==> config.mk <==
export PLATFORM = sky130hd
export DESIGN_NAME = ps2_host_tx_flat
export DESIGN_NICKNAME = d
export VERILOG_FILES = /design/src/rtl/ps2_host_tx_if.sv /design/src/rtl/ps2_host_tx.sv /design/src/flat_wrapper.sv
export SDC_FILE = /design/constraint.sdc
export NUM_CORES = 1
export LEC_CHECK = 0
export CAP_MARGIN = 20
export CORE_MARGIN = 2
export CORE_UTILIZATION = 53
export CTS_CLUSTER_SIZE = 24
export DETAILED_ROUTE_END_ITERATION = 7
export GPL_ROUTABILITY_DRIVEN = 0
export PLACE_DENSITY = 0.76
export SLEW_MARGIN = 30
export SYNTH_ARGS = -nofsm -noshare
export SYNTH_HDL_FRONTEND = slang
export SYNTH_SLANG_ARGS = --single-unit
export TNS_END_PERCENT = 1
==> constraint.sdc <==
create_clock -name clk -period 2.2 [get_ports clk]
set_clock_uncertainty 0.05 [all_clocks]
set_input_delay 0.33 -clock clk [delete_from_list [all_inputs] [get_ports clk]]
set_output_delay 0.33 -clock clk [all_outputs]
set_load 0.1 [all_outputs]
==> src/rtl/ps2_host_tx_if.sv <==
// PS/2 host transmitter command/status bundle.
// master: the command owner (drives tx_valid/tx_data, observes status).
// slave : the transmitter (drives tx_ready/busy/done/ack_ok/err_timeout).
interface ps2_host_tx_if;
  logic       tx_valid;
  logic [7:0] tx_data;
  logic       tx_ready;
  logic       busy;
  logic       done;
  logic       ack_ok;
  logic       err_timeout;

  modport master (
    output tx_valid, tx_data,
    input  tx_ready, busy, done, ack_ok, err_timeout
  );

  modport slave (
    input  tx_valid, tx_data,
    output tx_ready, busy, done, ack_ok, err_timeout
  );
endinterface

==> src/rtl/ps2_host_tx.sv <==
// Host-to-device PS/2 transmitter: sends one command byte to the device.
// Ports: clk/rst_n, tx_if (valid/ready command plus done/ack_ok/err_timeout status),
//        ps2_clk_in/ps2_data_in (raw pins), ps2_clk_oe/ps2_data_oe (1 = pull pin low).
module ps2_host_tx #(
  parameter int INHIBIT_CYCLES = 10000,
  parameter int REQ_CYCLES     = 200,
  parameter int START_TIMEOUT  = 1500000,
  parameter int XFER_TIMEOUT   = 200000
) (
  input  logic         clk,
  input  logic         rst_n,
  ps2_host_tx_if.slave tx_if,
  input  logic         ps2_clk_in,
  input  logic         ps2_data_in,
  output logic         ps2_clk_oe,
  output logic         ps2_data_oe
);
  localparam int MAX_AB  = (INHIBIT_CYCLES > REQ_CYCLES) ? INHIBIT_CYCLES : REQ_CYCLES;
  localparam int MAX_CD  = (START_TIMEOUT > XFER_TIMEOUT) ? START_TIMEOUT : XFER_TIMEOUT;
  localparam int MAX_ALL = (MAX_AB > MAX_CD) ? MAX_AB : MAX_CD;
  localparam int CW      = $clog2(MAX_ALL) + 1;

  // Counters are loaded with N-1 so a phase lasts exactly N cycles,
  // the last of which is the cycle the counter reads 0.
  localparam logic [CW-1:0] L_INH   = CW'(INHIBIT_CYCLES - 1);
  localparam logic [CW-1:0] L_REQ   = CW'(REQ_CYCLES - 1);
  localparam logic [CW-1:0] L_START = CW'(START_TIMEOUT - 1);
  localparam logic [CW-1:0] L_XFER  = CW'(XFER_TIMEOUT - 1);

  typedef enum logic [2:0] {
    S_IDLE, S_INHIBIT, S_REQ, S_SEND, S_WAIT_IDLE, S_DONE
  } state_t;

  state_t        r_state;
  logic [CW-1:0] r_cnt;
  logic [3:0]    r_bit_idx;   // number of device falling edges seen in SEND
  logic [7:0]    r_data;
  logic          r_parity;
  logic          r_clk_oe;
  logic          r_data_oe;
  logic          r_done;
  logic          r_ack_ok;
  logic          r_err;

  logic          r_clk_s1, r_clk_s2, r_clk_prev;
  logic          r_dat_s1, r_dat_s2;

  logic          w_fall;
  logic          w_cnt_zero;
  logic [CW-1:0] w_cnt_dec;
  logic [15:0]   w_frame;

  // Pins idle high, so the synchronizers reset to 1 and no edge is seen out of reset.
  always_ff @(posedge clk or negedge rst_n) begin
    if (!rst_n) begin
      r_clk_s1   <= 1'b1;
      r_clk_s2   <= 1'b1;
      r_clk_prev <= 1'b1;
      r_dat_s1   <= 1'b1;
      r_dat_s2   <= 1'b1;
    end else begin
      r_clk_s1   <= ps2_clk_in;
      r_clk_s2   <= r_clk_s1;
      r_clk_prev <= r_clk_s2;
      r_dat_s1   <= ps2_data_in;
      r_dat_s2   <= r_dat_s1;
    end
  end

  assign w_fall     = r_clk_prev & ~r_clk_s2;
  assign w_cnt_zero = (r_cnt == '0);
  assign w_cnt_dec  = w_cnt_zero ? '0 : r_cnt - CW'(1);
  // Frame bits in send order, indexed by the edge count; upper padding reads as released.
  assign w_frame    = {6'h3F, 1'b1, r_parity, r_data};

  always_ff @(posedge clk or negedge rst_n) begin
    if (!rst_n) begin
      r_state   <= S_IDLE;
      r_cnt     <= '0;
      r_bit_idx <= '0;
      r_data    <= '0;
      r_parity  <= 1'b0;
      r_clk_oe  <= 1'b0;
      r_data_oe <= 1'b0;
      r_done    <= 1'b0;
      r_ack_ok  <= 1'b0;
      r_err     <= 1'b0;
    end else begin
      r_done <= 1'b0;
      case (r_state)
        S_IDLE: begin
          r_clk_oe  <= 1'b0;
          r_data_oe <= 1'b0;
          if (tx_if.tx_valid) begin
            r_data   <= tx_if.tx_data;
            r_parity <= ~^tx_if.tx_data;
            r_ack_ok <= 1'b0;
            r_err    <= 1'b0;
            r_cnt    <= L_INH;
            r_clk_oe <= 1'b1;
            r_state  <= S_INHIBIT;
          end
        end
        S_INHIBIT: begin
          if (w_cnt_zero) begin
            r_data_oe <= 1'b1;           // start bit
            r_cnt     <= L_REQ;
            r_state   <= S_REQ;
          end else begin
            r_cnt <= w_cnt_dec;
          end
        end
        S_REQ: begin
          if (w_cnt_zero) begin
            r_clk_oe  <= 1'b0;           // hand the clock to the device
            r_bit_idx <= '0;
            r_cnt     <= L_START;
            r_state   <= S_SEND;
          end else begin
            r_cnt <= w_cnt_dec;
          end
        end
        S_SEND: begin
          // The ACK edge beats a coincident timeout; any other edge loses to it.
          if (w_fall && (r_bit_idx == 4'd10)) begin
            r_ack_ok  <= ~r_dat_s2;
            r_data_oe <= 1'b0;
            r_cnt     <= w_cnt_dec;
            r_state   <= S_WAIT_IDLE;
          end else if (w_cnt_zero) begin
            r_clk_oe  <= 1'b0;
            r_data_oe <= 1'b0;
            r_done    <= 1'b1;
            r_err     <= 1'b1;
            r_ack_ok  <= 1'b0;
            r_state   <= S_IDLE;
          end else if (w_fall) begin
            r_data_oe <= ~w_frame[r_bit_idx];
            r_bit_idx <= r_bit_idx + 4'd1;
            // First device edge ends the start wait and opens the transfer window.
            r_cnt     <= (r_bit_idx == 4'd0) ? L_XFER : w_cnt_dec;
          end else begin
            r_cnt <= w_cnt_dec;
          end
        end
        S_WAIT_IDLE: begin
          r_clk_oe  <= 1'b0;
          r_data_oe <= 1'b0;
          if (r_clk_s2 && r_dat_s2) begin
            r_done  <= 1'b1;
            r_state <= S_DONE;
          end else if (w_cnt_zero) begin
            r_done   <= 1'b1;
            r_err    <= 1'b1;
            r_ack_ok <= 1'b0;
            r_state  <= S_IDLE;
          end else begin
            r_cnt <= w_cnt_dec;
          end
        end
        S_DONE: begin
          r_state <= S_IDLE;
        end
        default: r_state <= S_IDLE;
      endcase
    end
  end

  assign ps2_clk_oe        = r_clk_oe;
  assign ps2_data_oe       = r_data_oe;
  assign tx_if.tx_ready    = (r_state == S_IDLE);
  assign tx_if.busy        = (r_state != S_IDLE);
  assign tx_if.done        = r_done;
  assign tx_if.ack_ok      = r_ack_ok;
  assign tx_if.err_timeout = r_err;
endmodule
==> src/flat_wrapper.sv <==
// flat-port wrapper written by rule: the top's interface ports become plain ports
module ps2_host_tx_flat 
#(
  parameter int INHIBIT_CYCLES = 10000,
  parameter int REQ_CYCLES     = 200,
  parameter int START_TIMEOUT  = 1500000,
  parameter int XFER_TIMEOUT   = 200000
)
  (clk, rst_n, ps2_clk_in, ps2_data_in, ps2_clk_oe, ps2_data_oe, tx_if_tx_valid, tx_if_tx_data, tx_if_tx_ready, tx_if_busy, tx_if_done, tx_if_ack_ok, tx_if_err_timeout);
  ps2_host_tx_if tx_if_i ();
  input  logic clk;
  input  logic rst_n;
  input  logic ps2_clk_in;
  input  logic ps2_data_in;
  output logic ps2_clk_oe;
  output logic ps2_data_oe;
  input wire logic [$bits(tx_if_i.tx_valid)-1:0] tx_if_tx_valid;
  input wire logic [$bits(tx_if_i.tx_data)-1:0] tx_if_tx_data;
  output wire logic [$bits(tx_if_i.tx_ready)-1:0] tx_if_tx_ready;
  output wire logic [$bits(tx_if_i.busy)-1:0] tx_if_busy;
  output wire logic [$bits(tx_if_i.done)-1:0] tx_if_done;
  output wire logic [$bits(tx_if_i.ack_ok)-1:0] tx_if_ack_ok;
  output wire logic [$bits(tx_if_i.err_timeout)-1:0] tx_if_err_timeout;
  assign tx_if_i.tx_valid = tx_if_tx_valid;
  assign tx_if_i.tx_data = tx_if_tx_data;
  assign tx_if_tx_ready = tx_if_i.tx_ready;
  assign tx_if_busy = tx_if_i.busy;
  assign tx_if_done = tx_if_i.done;
  assign tx_if_ack_ok = tx_if_i.ack_ok;
  assign tx_if_err_timeout = tx_if_i.err_timeout;
  ps2_host_tx #(.INHIBIT_CYCLES(INHIBIT_CYCLES), .REQ_CYCLES(REQ_CYCLES), .START_TIMEOUT(START_TIMEOUT), .XFER_TIMEOUT(XFER_TIMEOUT)) u_core (.clk(clk), .rst_n(rst_n), .tx_if(tx_if_i), .ps2_clk_in(ps2_clk_in), .ps2_data_in(ps2_data_in), .ps2_clk_oe(ps2_clk_oe), .ps2_data_oe(ps2_data_oe));
endmodule
Word-level counts from Yosys, hierarchy flattened
Index checks and enable logic that the tools add are counted.
{"block": "totals", "mem_bits_rw": 0, "wordCells": 105, "rom_bits": 0, "ff_bits": 48, "inputBits": 13, "latch_bits": 0, "memories": 0}
{"block": "op_classes", "eq_ne": 15, "div_mod_pow": 0, "n_reduce_logical": 21, "n_shift": 0, "magnitude_cmp": 1, "n_mul": 0, "n_mux": 47, "n_addsub": 2, "bitwise": 4}
{"op": "22-bit two-way mux", "n": 10}
{"op": "22-bit one-hot mux with 5 select lines", "n": 1}
{"op": "22-bit zero test", "n": 1}
{"op": "22-bit by 1-bit subtractor with 22-bit output (second input constant)", "n": 1}
{"op": "1-bit two-way mux", "n": 18}
{"op": "3-bit two-way mux", "n": 6}
{"op": "4-bit two-way mux", "n": 4}
{"op": "3-bit one-hot mux with 5 select lines", "n": 1}
{"op": "2-bit inequality test (second input constant)", "n": 5}
{"op": "5-bit AND reduction", "n": 2}
{"op": "1-bit one-hot mux with 3 select lines", "n": 3}
{"op": "3-bit AND reduction", "n": 3}
{"op": "3-bit nonzero test", "n": 3}
{"op": "4-bit one-hot mux with 2 select lines", "n": 1}
{"op": "8-bit XNOR reduction", "n": 1}
{"op": "3-bit by 2-bit == test with 1-bit output (second input constant)", "n": 2}
{"op": "2-bit by 1-bit inequality test with 1-bit output (second input constant)", "n": 3}
{"op": "4-bit by 5-bit less-than comparator with 1-bit output (second input constant)", "n": 1}
{"op": "5-bit nonzero test", "n": 1}
{"op": "4-bit by 1-bit adder with 4-bit output (second input constant)", "n": 1}
{"op": "1-bit binary-select mux with 4-bit select", "n": 1}
{"op": "4-bit == test (second input constant)", "n": 1}
{"op": "4-bit zero test", "n": 1}
{"op": "4-bit by 1-bit inequality test with 1-bit output (second input constant)", "n": 1}
{"op": "other kinds (14)", "n": 18}

Depth between registers and ports, before layout
{"block": "depth", "depth_word": 7, "depth_mapped": 11}

Worst setup path after synthesis
OpenSTA, ideal clock, no wires.
{"block": "synth_path", "path_kind": "reg2reg", "start": "register u_core.r_state[1]", "end": "register u_core.r_cnt[0]", "period_less_slack_ns": 5.199, "path_stages_with_launch": 8, "setup_slack_ns": -2.999, "path_buffers": 1, "arrival_time_ns": 5.066, "path_cell_list": "dfrtp_1 buf_2 nor3_1 inv_1 nand2_1 a21oi_1 a221o_1 o21ai_0"}
{"block": "synth_between", "elab_chain_cells": 3, "elab_cells_between_ends": 12}
{"item": "start, declared", "line_no": "ps2_host_tx.sv:34", "rtl": "state_t r_state;"}
{"item": "start signal, assigned", "line_no": "ps2_host_tx.sv:78", "rtl": "r_state <= S_IDLE;"}
{"item": "start signal, assigned", "line_no": "ps2_host_tx.sv:101", "rtl": "r_state <= S_INHIBIT;"}
{"item": "start signal, assigned", "line_no": "ps2_host_tx.sv:108", "rtl": "r_state <= S_REQ;"}
{"item": "3-bit zero test (*)"}
{"item": "via tx_if_tx_ready", "line_no": "flat_wrapper.sv:19", "rtl": "output wire logic [$bits(tx_if_i.tx_ready)-1:0] tx_if_tx_ready;"}
{"item": "5-bit nonzero test (no source line) or 2-bit inequality test (tied branches)"}
{"item": "5-bit AND reduction (no source line)"}
{"item": "end signal, assigned", "line_no": "ps2_host_tx.sv:110", "rtl": "r_cnt <= w_cnt_dec;"}
{"item": "end signal, assigned", "line_no": "ps2_host_tx.sv:120", "rtl": "r_cnt <= w_cnt_dec;"}
{"item": "end signal, assigned", "line_no": "ps2_host_tx.sv:128", "rtl": "r_cnt <= w_cnt_dec;"}
{"item": "end, declared", "line_no": "ps2_host_tx.sv:35", "rtl": "logic [CW-1:0] r_cnt;"}
The timed path passes the listed nets; every way through them passes the cells marked *.
A chain may end at the register's enable or synchronous reset.

Worst setup path after layout
{"block": "layout_path", "start": "register u_core.r_cnt[16]", "end": "register u_core.r_ack_ok (netlist: u_core.tx_if.ack_ok)"}
{"block": "layout_between", "elab_chain_cells": 4, "elab_cells_between_ends": 5}
{"item": "22-bit zero test (*)", "line_no": "ps2_host_tx.sv:71", "rtl": "assign w_cnt_zero = (r_cnt == '0);"}
{"item": "1-bit two-way mux (*)"}
{"item": "1-bit two-way mux (on tied branches)"}
{"item": "1-bit one-hot mux with 3 select lines (*)"}
{"item": "end signal, assigned", "line_no": "ps2_host_tx.sv:126", "rtl": "r_ack_ok <= ~r_dat_s2;"}
{"item": "end, declared", "line_no": "ps2_host_tx.sv:42", "rtl": "logic r_ack_ok;"}
Mark *: on every way between the ends. The rest lies on a longest branch, timed or not. The select of a mux whose other input is x is not followed.

==> reports/metrics.yaml <==
logic_synthesis:
  synth_top_family_by_area: "compound AO/OA/AOI/OAI gates"
  synthAdderAreaFrac: 0.01663
  yosys_warnings: 0
  synth_flop_cell: "dfrtp_1"
  synth_seq_cells: 48
  synth-edff-count: 0
  synthArstFlopShare: 1.000
  netlist_area_um2: 3009
  yosysSeqAreaShare: 0.4012
  synth_cell_types: 61
  syn_inst: 331
  synth-compound-area-share: 0.2565
  synth-simple-area-share: 0.2075
  netlist_top_cells_count: "43 x dfrtp_1, 43 x o21ai_0, 25 x nand2_1"
  synth_largest_area_cell: "dfrtp_1"
  ys_top_cells_by_area: "dfrtp_1 36%, o21ai_0 7.2%, dfstp_2 4.4%"
  syn-mean-instance-area_um2: 9.091
  yosysTopAreaCellShare: 0.3576
  synth_xor_area_frac: 0.02911
  synth.area.mux_share: 0.05156
  syn-num-nets: 348
global_route:
  grt_pass1_wl_um: 13900
  grt_overflow: 0
  grt_max_degree: 24
  grt_util_all_layers: 0.2814
  antenna_found_initial: 0
  grt_pass1_vias: 2908
timing:
  rsz0062_at_grt: "yes"
  relSlewSlack: 0.5237
  worst_slack_ns: -0.07712
  timing.hold.ws_ns: 0.3126
  finalHoldViolCount: 0
  min_period_over_period: 1.035
  setup_violations: 15
  min_period_ns: 2.277
  final_max_slew_viol_count: 0
  tightest_slew_ns: 0.7069
  fmax_mhz: 439.2
  tns_ns: -0.5541
floorplan:
  pin_count: 20
  die_w_um: 79.35
  rows: 27
  die_h_um: 79.35
  initial_core_util: 0.5465
  core_um2: 5507
  dieArea_um2: 6296
route:
  ant_nets: 0
  dr.pass1.iters: 5
  vias: 3031
  drt_iter0_drc: 306
  wl_um: 8422
  wl_per_cell_um: 17.55
  drc: 0
  vias_per_cell: 6.315
place:
  hpwlAfterDp_um: 6300
  place.detailed.instances: 470
  place_area_um2: 3754
  port-buffer-count: 19
power_and_ir_drop:
  irDropWorstVdd_mv: 0.8270
  power.density_nw_per_um2: 868.9
  p_leak_nw: 1.669
  power_mw: 3.470
clocking:
  cts_tree: "yes"
  clk_latency_ns: 0.31
  cts.clk_slew.worst_paths_ns: 0.09
  h-tree-depth: 2
  cts_buffers: 5
  cts_buffer_depth: 2
  cts_sinks: 48
  root_buffer: "clkbuf_8"
cells_and_area:
  drive_gt1_frac: 0.3260
  fin_nets: 424
  design_area_um2: 3994
  diodes: 0
  stdcell_count: 480
  area_growth_pct: 32.72
worst_setup_path:
  cp_max_fo: 6
  worst_setup_path_end_kind: "flop"
  crit_arrival_ns: 2.40
  r2r-start: "u_core.r_cnt[16]$_DFFE_PN0P_"
  cp-startpoint: "u_core.r_cnt[16]$_DFFE_PN0P_"
  cp.required_ns: 2.33
  crit_type: "reg -> reg"
  start_kind: "flop"
status:
  failed_checks: "setup timing"
  status: "finished, violations left"
min_path:
  min_path_type: "reg -> reg"
  hp-start: "u_core.r_dat_s1$_DFF_PN1_"
run:
  drv_cap: 0
## area by class of cell
| type | count | area, um2 |
|---|---|---|
| Clock buffer | 5 | 68.82 |
| Clock inverter | 3 | 22.52 |
| Multi-Input combinational cell | 259 | 1821 |
| Timing Repair Buffer | 85 | 750.7 |
| Tap cell | 72 | 90.09 |
| Inverter | 8 | 33.78 |
| Fill cell | 385 | 1513 |
| Sequential cell | 48 | 1207 |
## flip-flops by register name (all words and copies together), names as in the netlist, 3 cells and up
name              count
u_core.r_cnt         22
u_core.r_bit_idx      4
u_core.r_data         8
u_core.r_state        3
## metrics by stage
step / setup WS, ns / utilization
detailed placement: -0.1313 / 0.6817
floorplan: -0.9246 / -
CTS: -0.09984 / 0.7087
finish: -0.07712 / 0.7253
global route: -0.1694 / 0.7253
global placement: -0.05864 / 0.6817
## metal layers
metal / global-route usage / wire length [um] / vias up
met2: 0.4831 / 4161 / 148
met4: 0.07759 / 177 / 0
li1: - / - / 1399
met1: 0.3752 / 3515 / 1460
met3: 0.03523 / 568 / 24
met5: 0 / 0 / -
## layout by cell type, fill, tap and decap left out, types with 9 or more instances in the layout
cell and count:
a31oi_1 10, clkdlybuf4s50_1 11, xnor2_1 9, mux2_2 10, dfrtp_1 43, nor3_1 13, o21ai_1 16, nand2_1 23
o21ai_0 27, buf_4 62, a21oi_1 21, nor2_1 22
## cell families (layout without fill, tap and decap cells)
group | Yosys count | count (layout)
compound gates | 120 | 120
xor+xnor | 10 | 10
fa+ha+maj | 4 | 4
buf+inv | 24 | 101
flops | 48 | 48
mux | 13 | 13
simple gates | 112 | 112
## power breakdown
group          leakage [nW]  total (mW)  switching [mW]  internal (mW)
combinational          1.02        1.60           0.845          0.757
sequential            0.602        1.33           0.219           1.11
clock                0.0485       0.543           0.315          0.228
total                  1.67        3.47            1.38           2.09
## worst max-delay path, stage by stage (launching register included)
cell and delay (ns):
dfrtp_1 0.39, or4_4 0.57, or3_4 0.43, nor2_4 0.20
buf_12 0.15, nor2_2 0.05, o31ai_2 0.21, o21ai_1 0.10
## what timing repair did
item                                   in CTS  in global routing
setup endpoints to repair                  23                 27
setup buffers                               0                  1
gates resized for setup                    15                 31
endpoints found under the hold margin      21                  0
pin swaps                                   3                 16
hold buffers                                1                  0
cloned                                      0                  0
## path summary, 6_finish.rpt
path,depth (start not counted),slack [ns],to
worst max-delay path,7,-0.08,u_core.tx_if.ack_ok$_DFFE_PN0P_
worst min-delay path,0,0.31,u_core.r_dat_s2$_DFF_PN1_
worst max register to register,7,-0.08,u_core.tx_if.ack_ok$_DFFE_PN0P_
worst min register to register,0,0.31,u_core.r_dat_s2$_DFF_PN1_
max in group asynchronous,3,0.94,u_core.r_clk_s1$_DFF_PN1_
min in group asynchronous,2,0.49,u_core.r_cnt[3]$_DFFE_PN0P_
No activity file was read; power rests on OpenSTA's default activity.
